<file path="config.mk">
export PLATFORM = sky130hd
export DESIGN_NAME = bcd_seg_scan
export DESIGN_NICKNAME = d
export VERILOG_FILES = /design/src/rtl/bcd_seg_scan.sv
export SDC_FILE = /design/constraint.sdc
export NUM_CORES = 1
export LEC_CHECK = 0
export BUFFER_PORTS_ARGS = -buffer_cell sky130_fd_sc_hd__buf_2
export CORE_ASPECT_RATIO = 0.75
export CORE_MARGIN = 2
export CORE_UTILIZATION = 38
export DETAILED_ROUTE_END_ITERATION = 8
export GPL_TIMING_DRIVEN = 0
export PLACE_DENSITY = 0.63
export SLEW_MARGIN = 20
export SYNTH_ARGS = -nofsm -noshare
export SYNTH_HDL_FRONTEND = slang
export SYNTH_SLANG_ARGS = --single-unit
</file>
<file path="constraint.sdc">
create_clock -name clk -period 3.8 [get_ports clk]
set_clock_uncertainty 0.2 [all_clocks]
set_input_delay 0.57 -clock clk [delete_from_list [all_inputs] [get_ports clk]]
set_output_delay 0.57 -clock clk [all_outputs]
set_load 0.05 [all_outputs]
</file>
<file path="src/rtl/bcd_seg_scan.sv">
// Eight-digit multiplexed BCD to seven-segment scanner with a load-strobed shadow register.
// Define LEAD_ZERO_BLANK_EN to blank slots above the most significant nonzero digit.
module bcd_seg_scan #(
    parameter int unsigned SCAN_DIV = 100000,
    parameter logic [7:0]  DP_MASK  = 8'h00
) (
    input  logic        clk,
    input  logic        rst,
    input  logic [31:0] dec_in,
    input  logic        load,
    output logic        ld_ack,
    output logic [7:0]  an,
    output logic [6:0]  seg,
    output logic        dp
);

    localparam int unsigned     DIV_W    = (SCAN_DIV > 1) ? $clog2(SCAN_DIV) : 1;
    localparam logic [DIV_W-1:0] DIV_LAST = DIV_W'(SCAN_DIV - 1);

    // Active-low segment pattern for one BCD digit; non-decimal codes show a dash.
    function automatic logic [6:0] seg_decode(input logic [3:0] d);
        logic [6:0] s;
        case (d)
            4'd0:    s = 7'h40;
            4'd1:    s = 7'h79;
            4'd2:    s = 7'h24;
            4'd3:    s = 7'h30;
            4'd4:    s = 7'h19;
            4'd5:    s = 7'h12;
            4'd6:    s = 7'h02;
            4'd7:    s = 7'h78;
            4'd8:    s = 7'h00;
            4'd9:    s = 7'h10;
            default: s = 7'h3F;
        endcase
        return s;
    endfunction

`ifdef LEAD_ZERO_BLANK_EN
    // Highest slot holding a nonzero nibble; zero when the whole word is zero.
    function automatic logic [2:0] msd_index(input logic [31:0] v);
        logic [2:0] m;
        m = 3'd0;
        for (int i = 0; i < 8; i++) begin
            if (v[i*4 +: 4] != 4'd0) begin
                m = 3'(i);
            end else begin
                m = m;
            end
        end
        return m;
    endfunction
`endif

    logic [DIV_W-1:0] div_r;
    logic             tick_s;
    logic [2:0]       idx_r;
    logic [31:0]      shadow_r;
    logic             ld_ack_r;
    logic [7:0]       an_r;
    logic [6:0]       seg_r;
    logic             dp_r;

    logic [3:0]       digit_s;
    logic             blank_s;
    logic [7:0]       an_s;
    logic [6:0]       seg_s;
    logic             dp_s;

    assign tick_s = (div_r == DIV_LAST);

    // Slot-period divider.
    always_ff @(posedge clk or negedge rst) begin
        if (!rst) begin
            div_r <= '0;
        end else if (tick_s) begin
            div_r <= '0;
        end else begin
            div_r <= div_r + DIV_W'(1);
        end
    end

    // Active digit index, advancing once per slot period.
    always_ff @(posedge clk or negedge rst) begin
        if (!rst) begin
            idx_r <= 3'd0;
        end else if (tick_s) begin
            idx_r <= idx_r + 3'd1;
        end else begin
            idx_r <= idx_r;
        end
    end

    // Shadow capture and its one-cycle acknowledge.
    always_ff @(posedge clk or negedge rst) begin
        if (!rst) begin
            shadow_r <= 32'h0000_0000;
            ld_ack_r <= 1'b0;
        end else begin
            ld_ack_r <= load;
            if (load) begin
                shadow_r <= dec_in;
            end else begin
                shadow_r <= shadow_r;
            end
        end
    end

    // Next display drive for the current slot.
    always_comb begin
        digit_s = shadow_r[{idx_r, 2'b00} +: 4];
`ifdef LEAD_ZERO_BLANK_EN
        blank_s = (idx_r > msd_index(shadow_r));
`else
        blank_s = 1'b0;
`endif
        if (blank_s) begin
            an_s  = 8'hFF;
            seg_s = 7'h7F;
            dp_s  = 1'b1;
        end else begin
            an_s  = ~(8'h01 << idx_r);
            seg_s = seg_decode(digit_s);
            dp_s  = ~DP_MASK[idx_r];
        end
    end

    // Registered display outputs; dark while in reset.
    always_ff @(posedge clk or negedge rst) begin
        if (!rst) begin
            an_r  <= 8'hFF;
            seg_r <= 7'h7F;
            dp_r  <= 1'b1;
        end else begin
            an_r  <= an_s;
            seg_r <= seg_s;
            dp_r  <= dp_s;
        end
    end

    assign ld_ack = ld_ack_r;
    assign an     = an_r;
    assign seg    = seg_r;
    assign dp     = dp_r;

endmodule

</file>
==> results.md, run 1 <==
- Outcome: finished, final reports clean
- F_max: 379 MHz
- Leakage power: 0.00168 uW
- Final Net Count: 332
- Max capacitance violation total: 0
- Clock group share of total power: 42.7%
- Rows: 28
- Routed via count: 1895
- Most frequent cells in the layout: 53 x dfrtp_1, 49 x buf_2, 34 x mux2_2
- Commonest non-fill, non-tap cell in the layout: dfrtp_1
- Drt first pass iters: 4
- #FFs+latches synth: 68
- Sequential-to-total area share from yosys stat: 55.6%
- Overall power: 1750 uW
- Clk sinks: 68
- Final setup viols: 0
- Wire per inst: 14.3 um
- Sequential share of power: 45.7%
- WS Path Type: register to register
- GP Congestion: 0.809
- Antenna Nets Post-Route: 0
- Gr usage total: 14.2%
- DRC viols: 0
- Synthesized Nets: 269
- Die area: 0.00888 mm^2
- Crit path depth: 7
- Post-DP HPWL: 4040 um
- Pint: 1340 uW
- DRT Wirelength: 5650 um
- Inserted Clock Buffers: 9
- Synthesized area: 0.00309 mm^2
- Num ports: 52
- Hold path depth: 1
- Worst skew pair latency: 0.34 ns
- H-tree depth: 3
- Final Max Slew Viols: 0
- Setup_tns: 0 ns
- Crit path time final: 2.64 ns
- Core Box Area: 0.00788 mm^2
- CTS tree: built
- First-pass GRT wire length: 9430 um
- Port Buffer Count: 50
- Buffer and inverter count on the worst path: 2
- Startpoint types: register
- Worst reg2reg path depth: 7
- RR Startpoint: idx_r[2]
- RR Endpoint: seg[2]
- Sw Ratio: 23.3%
- Post-CTS sizing: 0
- PwrDens: 463 mW/mm^2
- Share of cells above drive strength 1: 43.6%
- Crit end category: register
- Main flop type after synthesis: dfrtp_1
- RSZ-0062 raised after global routing: false
- Total grt overflow: 0
- Crit path cell chain: clkbuf_1 -> mux4_1 -> mux2i_2 -> inv_1 -> ha_1 -> a21oi_1 -> a31oi_1
- Final hold viol count: 0
- Worst-Margin Slew: 0.654 ns
- Net switching power: 408 uW
- Layout area overhead: 22.0%
- Pin count of the biggest net entering global routing: 48
- Max stage delay on crit path: 0.47 ns
- Worst hold endpoint: ld_ack
- Via density: 4.80
- Critical Path Fanout Max: 10
- Starting Density: 39.2%
- Number of flops mapped to enable cells by yosys: 0
- CP required: 3.84 ns
- CP delay by family, top: multiplexers
- Max transition margin: 56.3%
- Antenna violations before repair: 2
- Hold Startpoint: load
- Worst min path class: primary input to register
- Syn_area_per_cell: 14.0 um^2
- Starting DRT DRC Count: 61
- CP max-delay cell: clkbuf_1
- Crit path DAT: 2.68 ns
- YS warnings: 0
- Die Span X: 108 um
- Vias in the first global route: 1906
- Die height: 82.1 um
- Flop-to-flop setup slack: 1.16 ns
- Final Cycle Share: 69.4%
- Syn Inst Count: 221
- Synth unique cells: 40
- Synth async-reset ratio: 100%
- Max VDD drop: 0.000271 V
- Clk slew on worst S/H paths: 0.07 ns
- Gate power share: 11.6%
- CTS Buffer Depth: 2
- Fill count: 731
- Clock tree root driver cell: clkbuf_8
per-layer routing:
| metal | vias to the layer above | GRT usage (%) | share of wire, % |
|---|---|---|---|
| met5 | - | 0 | 0.19 |
| met4 | 2 | 5.00 | 0.67 |
| met3 | 8 | 6.28 | 8.0 |
| met2 | 48 | 19.4 | 40 |
| met1 | 929 | 20.1 | 51 |
| li1 | 908 | - | - |
stage by stage:
stage / area [um^2] / std cells / hold slack [ns] / util, % / worst slack (ns)
floorplan: 3090 / 221 / 0.0744 / - / 1.60
global placement: 3470 / 376 / 0.273 / 44.1 / 1.24
detailed placement: 3500 / 377 / 0.277 / 44.5 / 1.19
CTS: 3770 / 394 / 0.128 / 47.9 / 1.17
global route: 3770 / 394 / 0.139 / 47.9 / 0.937
finish: 3770 / 395 / 0.147 / 47.9 / 1.16
worst max path at each step:
stage / start / endpoint / slack [ns]
2_1_floorplan: idx_r[0] / seg[2] / 1.60
5_1_grt: idx_r[2] / seg[3] / 0.94
3_3_place_gp: idx_r[2] / seg[3] / 1.24
6_report: idx_r[2] / seg[2] / 1.16
4_1_cts: idx_r[2] / seg[3] / 1.17
3_5_place_dp: idx_r[2] / seg[3] / 1.19
synth_stat cells, types with 2 or more instances:
library cell,number,area (um^2)
dfrtp_1,53,1330
mux2_2,34,383
dfstp_2,15,394
ha_1,13,163
nand2_1,13,48.8
nor2_1,10,37.5
xnor2_1,10,87.6
inv_1,8,30.0
mux4_1,6,158
nand3_1,5,25.0
and4_1,4,35.0
mux2i_1,4,40.0
xor2_1,4,35.0
a21oi_1,3,15.0
buf_1,3,11.3
clkbuf_1,3,11.3
a22oi_1,2,15.0
a2bb2oi_1,2,17.5
and2_1,2,12.5
and3_1,2,12.5
buf_4,2,15.0
mux4_2,2,45.0
nand4_1,2,12.5
o21ai_0,2,10.0
or3_1,2,12.5
worst reg2reg max path, delay by kind of cell, from the launching register on:
family | cells | cell delay (ns)
AOI/OAI and AO/OA | 2 | 0.17
adders and majority gates | 1 | 0.26
buffers and inverters | 2 | 0.68
DFF | 1 | 0.35
muxes | 2 | 0.88
registers in the layout, indices dropped and copies added, names as in the netlist:
name	count
ld_ack	1
shadow_r	32
seg	7
an	8
div_r	17
idx_r	3
what timing repair did:
action / in CTS / in global routing
buffers inserted: 0 / 0
hold endpoints to repair: 21 / 0
hold buffers: 1 / 0
final cells by class:
cell class	instances	area, um^2	share of cell area [%]
diodes	1	2.50	0.0663
flip-flops and latches	68	1720	45.6
repair buffers	52	290	7.69
clock buffers	11	151	4.01
inverters	8	30.0	0.795
multi-input cells	136	1290	34.3
plain buffers	9	48.8	1.29
clock inverters	5	106	2.82
well taps	105	131	3.48
power groups by stage:
stage | combinational, uW | sequential [uW] | clock (uW)
floorplan | 92.8 | 854 | 0
global placement | 196 | 810 | 0
detailed placement | 204 | 812 | 0
CTS | 205 | 798 | 769
global route | 220 | 803 | 802
finish | 203 | 798 | 746
cells by family after synthesis:
logic type / after synthesis / share of synthesized area, %
other cells: 1 / 0.121
xor+xnor: 14 / 3.96
flops: 68 / 55.6
simple gates: 47 / 7.89
buf+inv: 17 / 2.55
fa+ha+maj: 13 / 5.26
mux: 50 / 22.2
compound gates: 11 / 2.35
Power figures use the tool's default switching activity.
==> run 2, diff against run 1 <==
clock period = 2.44 ns   (was 3.8 ns; I/O delays follow)
==> run 2 against run 1 <==
Net effect: sequential power is 55% higher; first-iteration DRC count is 20% lower; register-to-register slack worse by 1.0 ns; worst setup slack worse by 1.0 ns; via count is 2.3% higher; total power is 57% higher; worst hold slack worse by 0.093 ns; fmax is 16% higher; routed wire length is 1.6% higher; die area stayed put; sequential share of layout area is 1.1 points lower; sequential cell count stayed put; highest routed layer unchanged.
==> results.md, run 2 (synthesis results as in run 1) <==
- CP Launch Point: idx_r[0]
- Final Cell Area: 0.00386 mm^2 (+2.4%)
- Inserted Clock Buffers: 9 (unchanged)
- GP Congestion: 0.809 (unchanged)
- WS Path Type: register to register
- Startpoint types: register
- Placement Cell Area: 0.00350 mm^2 (unchanged)
- Metal-1 WL: 2860 um (-0.14%)
- Crit end category: register
- Max capacitance violation total: 0 (unchanged)
- Critical Path Fanout Max: 9 (-1)
- Fill count: 726 (-0.68%)
- PwrDens: 709 mW/mm^2 (+53%)
- Via density: 4.82 (+0.49%)
- DRT Wirelength: 5740 um (+1.6%)
- Die Span X: 108 um (unchanged)
- Crit path time final: 2.28 ns (-0.357 ns)
- Layout area overhead: 25.0%
- DP Cell Count: 377 (unchanged)
- Worst hold slack: 0.0535 ns (-0.0935 ns)
- Post-DP HPWL: 4040 um (unchanged)
- Final worst slack: 0.159 ns (-1.00 ns)
- Met2 wire len: 2390 um (+4.8%)
- Commonest non-fill, non-tap cell in the layout: dfrtp_1
- Clock tree root driver cell: clkbuf_8
- Core Box Area: 0.00788 mm^2 (unchanged)
- CP required: 2.49 ns (-1.35 ns)
- Register Area: 0.00172 mm^2 (unchanged)
- F_max: 438 MHz (+16%)
- Worst skew pair latency: 0.34 ns (about the same)
- Most frequent cells in the layout: 53 x dfrtp_1, 49 x buf_2, 34 x mux2_2
- Outcome: finished, final reports clean
- Max reg flops: 32 (unchanged)
- Die area: 0.00888 mm^2 (unchanged)
- Drt first pass iters: 6 (+2)
- Crit path DAT: 2.33 ns (-0.35 ns)
- Die height: 82.1 um (unchanged)
- Starting Density: 39.2% (unchanged)
- Starting DRT DRC Count: 49 (-20%)
- Hold Startpoint: dec_in[19]
- Gr usage total: 14.3% (+0.030 points)
- Clk slew on worst S/H paths: 0.08 ns (about the same)
- Final setup viols: 0 (unchanged)
- Final Cycle Share: 93.5% (+24 points)
- Total grt overflow: 0 (unchanged)
- Max VDD drop: 0.000423 V (+56%)
- Setup slack at placement: -0.165 ns (-1.36 ns)
- Final std cells w/o fill: 402 (+1.8%)
- Met3 WL: 442 um (-2.6%)
- Share of cells above drive strength 1: 46.3% (+2.7 points)
- Setup_tns: 0 ns (unchanged)
- Clk sinks: 68 (unchanged)
- Routed via count: 1938 (+2.3%)
- Final hold viol count: 0 (unchanged)
- Num ports: 52 (unchanged)
- H-tree depth: 3 (unchanged)
- DRC viols: 0 (unchanged)
- Rows: 28 (unchanged)
- First-pass GRT wire length: 9450 um (+0.22%)
- Area occupied by multi-input gates: 0.00133 mm^2 (+2.5%)
- Top sig layer: met5
- RSZ-0062 raised after global routing: false
- Largest Register: shadow_r
- Worst min path class: primary input to register
- CTS Buffer Depth: 2 (unchanged)
- Antenna Nets Post-Route: 0 (unchanged)
- Antenna violations before repair: 2 (unchanged)
- Pin count of the biggest net entering global routing: 48 (unchanged)
- Vias in the first global route: 1907 (+0.052%)
- Wire per inst: 14.3 um (-0.14%)
- CTS tree: built
- Max transition margin: 55.5% (-0.83 points)
- Final Net Count: 339 (+2.1%)
- Worst-Margin Slew: 0.668 ns (+0.0139 ns)
- Port Buffer Count: 50 (unchanged)
- Final Max Slew Viols: 0 (unchanged)
- Leakage power: 0.00172 uW (+2.1%)
- RR Startpoint: idx_r[0]
-- run 2: stage by stage --
step                      utilization, %  power, uW
final                               49.0       2740
after global routing                49.0       2870
after CTS                           48.3       2770
after detailed placement            44.5       1580
after global placement              44.1       1570
after floorplan                        -       1470
-- run 2: routing by layer --
metal / track usage [%] / vias up
met5: 0 / -
li1: - / 926
met3: 6.28 / 8
met1: 20.0 / 946
met4: 5.00 / 2
met2: 19.6 / 56
-- run 2: repair_timing --
action / CTS / global route
hold buffers: 2 / 0
endpoints found under the setup margin: 7 / 17
buffers inserted: 0 / 6
hold endpoints to repair: 22 / 0
pin swaps: 0 / 0
resized for setup: 4 / 4
-- run 2: final timing paths --
path,depth (start not counted),end,slack (ns)
worst max-delay path,7,seg[1],0.16
worst min-delay path,2,shadow_r[19],0.05
worst max register to register,7,seg[1],0.16
worst min register to register,1,div_r[0],0.29
max in group asynchronous,3,seg[5],1.20
min in group asynchronous,2,div_r[13],0.26
-- run 2: final cells by class --
type	count	share of cell area [%]
tap	105	3.40
clock inverter	5	2.75
inverter	8	0.777
antenna	1	0.0647
timing repair buffer	59	8.93
multi-input combinational	136	34.3
sequential	68	44.5
clock buffer	11	3.92
buffer	9	1.33
-- run 2: worst max-delay path, stage by stage, from the launching register on --
cell,delay (ns)
dfrtp_1,0.39
buf_6,0.18
mux4_1,0.61
mux2i_4,0.23
buf_4,0.16
ha_1,0.24
nor2_1,0.10
o21ai_0,0.08
-- run 2: power breakdown --
part / leakage (uW) / total, uW / internal [uW] / switching, uW
logic: 0.000783 / 337 / 150 / 188
registers: 0.000808 / 1240 / 1210 / 30.0
clock network: 0.000126 / 1160 / 738 / 423
==> run 3, diff against run 2 <==
==> constraint.sdc (replaced) <==
create_clock -name clk -period 2.8 [get_ports clk]
set_clock_uncertainty 0.2 [all_clocks]
set_input_delay 0.42 -clock clk [delete_from_list [all_inputs] [get_ports clk]]
set_output_delay 0.42 -clock clk [all_outputs]
set_load 0.01 [all_outputs]
==> run 3 against run 2 <==
Net effect: fmax down 11%; clock-buffer cell count did not move; utilization down 1.0 points; clock power down 13%; first-iteration DRC count up 22%; largest cell class unchanged; largest power group unchanged; highest routed layer unchanged.
==> results.md, run 3 (synthesis results as in run 1) <==
- Routed via count: 1898 (-2.1%)
- Clock tree root driver cell: clkbuf_8
- Drt first pass iters: 4 (-2)
- Layout area overhead: 22.4%
- Die area: 0.00888 mm^2 (unchanged)
- Inserted Clock Buffers: 9 (unchanged)
- Max VDD drop: 0.000367 V (-13%)
- RSZ-0062 raised after global routing: false
- Antenna violations before repair: 2 (unchanged)
- H-tree depth: 3 (unchanged)
- Most frequent cells in the layout: 53 x dfrtp_1, 49 x buf_2, 34 x mux2_2
- Setup_tns: 0 ns (unchanged)
- Share of cells above drive strength 1: 43.8% (-2.5 points)
- Core Box Area: 0.00788 mm^2 (unchanged)
- Starting DRT DRC Count: 60 (+22%)
- CTS Buffer Depth: 2 (unchanged)
- Pin count of the biggest net entering global routing: 48 (unchanged)
- Wire per inst: 14.3 um (-0.11%)
- Die height: 82.1 um (unchanged)
- Clk slew on worst S/H paths: 0.08 ns (about the same)
- Flop-to-flop setup slack: 0.22 ns (+0.06 ns)
- Post-DP HPWL: 4040 um (unchanged)
- WS Path Type: register to register
- Crit end category: register
- Clk sinks: 68 (unchanged)
- Hold path depth: 2 (unchanged)
- Leakage power: 0.00169 uW (-1.6%)
- Critical Path Fanout Max: 9 (unchanged)
- Worst reg2reg path depth: 7 (unchanged)
- Largest Register: shadow_r
- Die Span X: 108 um (unchanged)
- Antenna Nets Post-Route: 0 (unchanged)
- Starting Density: 39.2% (unchanged)
- First-pass GRT wire length: 9440 um (about the same)
- Final Max Slew Viols: 0 (unchanged)
- Worst skew pair latency: 0.34 ns (about the same)
- Gr usage total: 14.2% (about the same)
- Setup Buffers After CTS: 0 (unchanged)
- Rows: 28 (unchanged)
- F_max: 388 MHz (-11%)
- Final hold viol count: 0 (unchanged)
- Worst hold slack: 0.106 ns (+0.0525 ns)
- Port Buffer Count: 50 (unchanged)
- Vias in the first global route: 1909 (+0.10%)
- Max capacitance violation total: 0 (unchanged)
- Final setup viols: 0 (unchanged)
- Worst-Margin Slew: 0.654 ns (-0.0139 ns)
- Crit path time final: 2.58 ns (+0.296 ns)
- Max reg flops: 32 (unchanged)
- Commonest non-fill, non-tap cell in the layout: dfrtp_1
- Max transition margin: 56.3% (+0.83 points)
- CTS tree: built
- Final Cycle Share: 92.0% (-1.4 points)
- GP Congestion: 0.809 (unchanged)
- CP required: 2.84 ns (+0.35 ns)
- Outcome: finished, final reports clean
- Final Net Count: 333 (-1.8%)
- Total grt overflow: 0 (unchanged)
- Crit path DAT: 2.62 ns (+0.29 ns)
- DRT Wirelength: 5650 um (-1.6%)
- Worst min path class: primary input to register
- Num ports: 52 (unchanged)
- Via density: 4.79 (-0.58%)
- DRC viols: 0 (unchanged)
- PwrDens: 611 mW/mm^2 (-14%)
- Startpoint types: register
[run 3: report_power, final]
group / total, uW / switching [uW] / internal [uW]
sequential: 1080 / 25.9 / 1060
clock: 1010 / 369 / 643
combinational: 219 / 102 / 117
total: 2310 / 497 / 1820
[run 3: layout make-up]
class                           count  area (um^2)
Timing Repair Buffer               53          300
Buffer                              9         50.0
Clock buffer                       11          151
Clock inverter                      5          106
Tap cell                          105          131
Antenna cell                        1         2.50
Sequential cell                    68         1720
Inverter                            8         30.0
Multi-Input combinational cell    136         1290
Fill cell                         729         4100
[run 3: worst paths after layout]
path	start	to
max	idx_r[0]	seg[2]
max reg2reg	idx_r[0]	seg[2]
min in group asynchronous	rst	div_r[13]
min	dec_in[19]	shadow_r[19]
max in group asynchronous	rst	seg[0]
min reg2reg	div_r[0]	div_r[0]
[run 3: critical path, cell delays in order (launching register included)]
cell and delay, ns:
dfrtp_1 0.39, buf_6 0.18, mux4_1 0.62, mux2i_2 0.43, inv_1 0.21, ha_1 0.26, a21oi_1 0.12, a31oi_1 0.05
[run 3: repair_timing]
action / CTS / global route
setup endpoints to repair: 0 / 4
hold buffers: 2 / 0
gates resized for setup: 0 / 2
endpoints found under the hold margin: 22 / 0
[run 3: per-layer routing]
metal,wire length [um],track usage [%]
met1,2860,20.1
met2,2280,19.4
met3,454,6.28
met4,38,5.00
met5,11,0
[run 3: per-stage QoR]
stage | worst slack, ns | total power (uW) | util [%] | cell area, um^2 | cells
after floorplan | 0.600 | 1230 | - | 3090 | 221
after global placement | 0.241 | 1310 | 44.1 | 3470 | 376
after global routing | 0.0614 | 2420 | 48.0 | 3780 | 395
after CTS | 0.172 | 2350 | 48.0 | 3780 | 395
after detailed placement | 0.195 | 1320 | 44.5 | 3500 | 377
final | 0.223 | 2310 | 48.0 | 3790 | 396
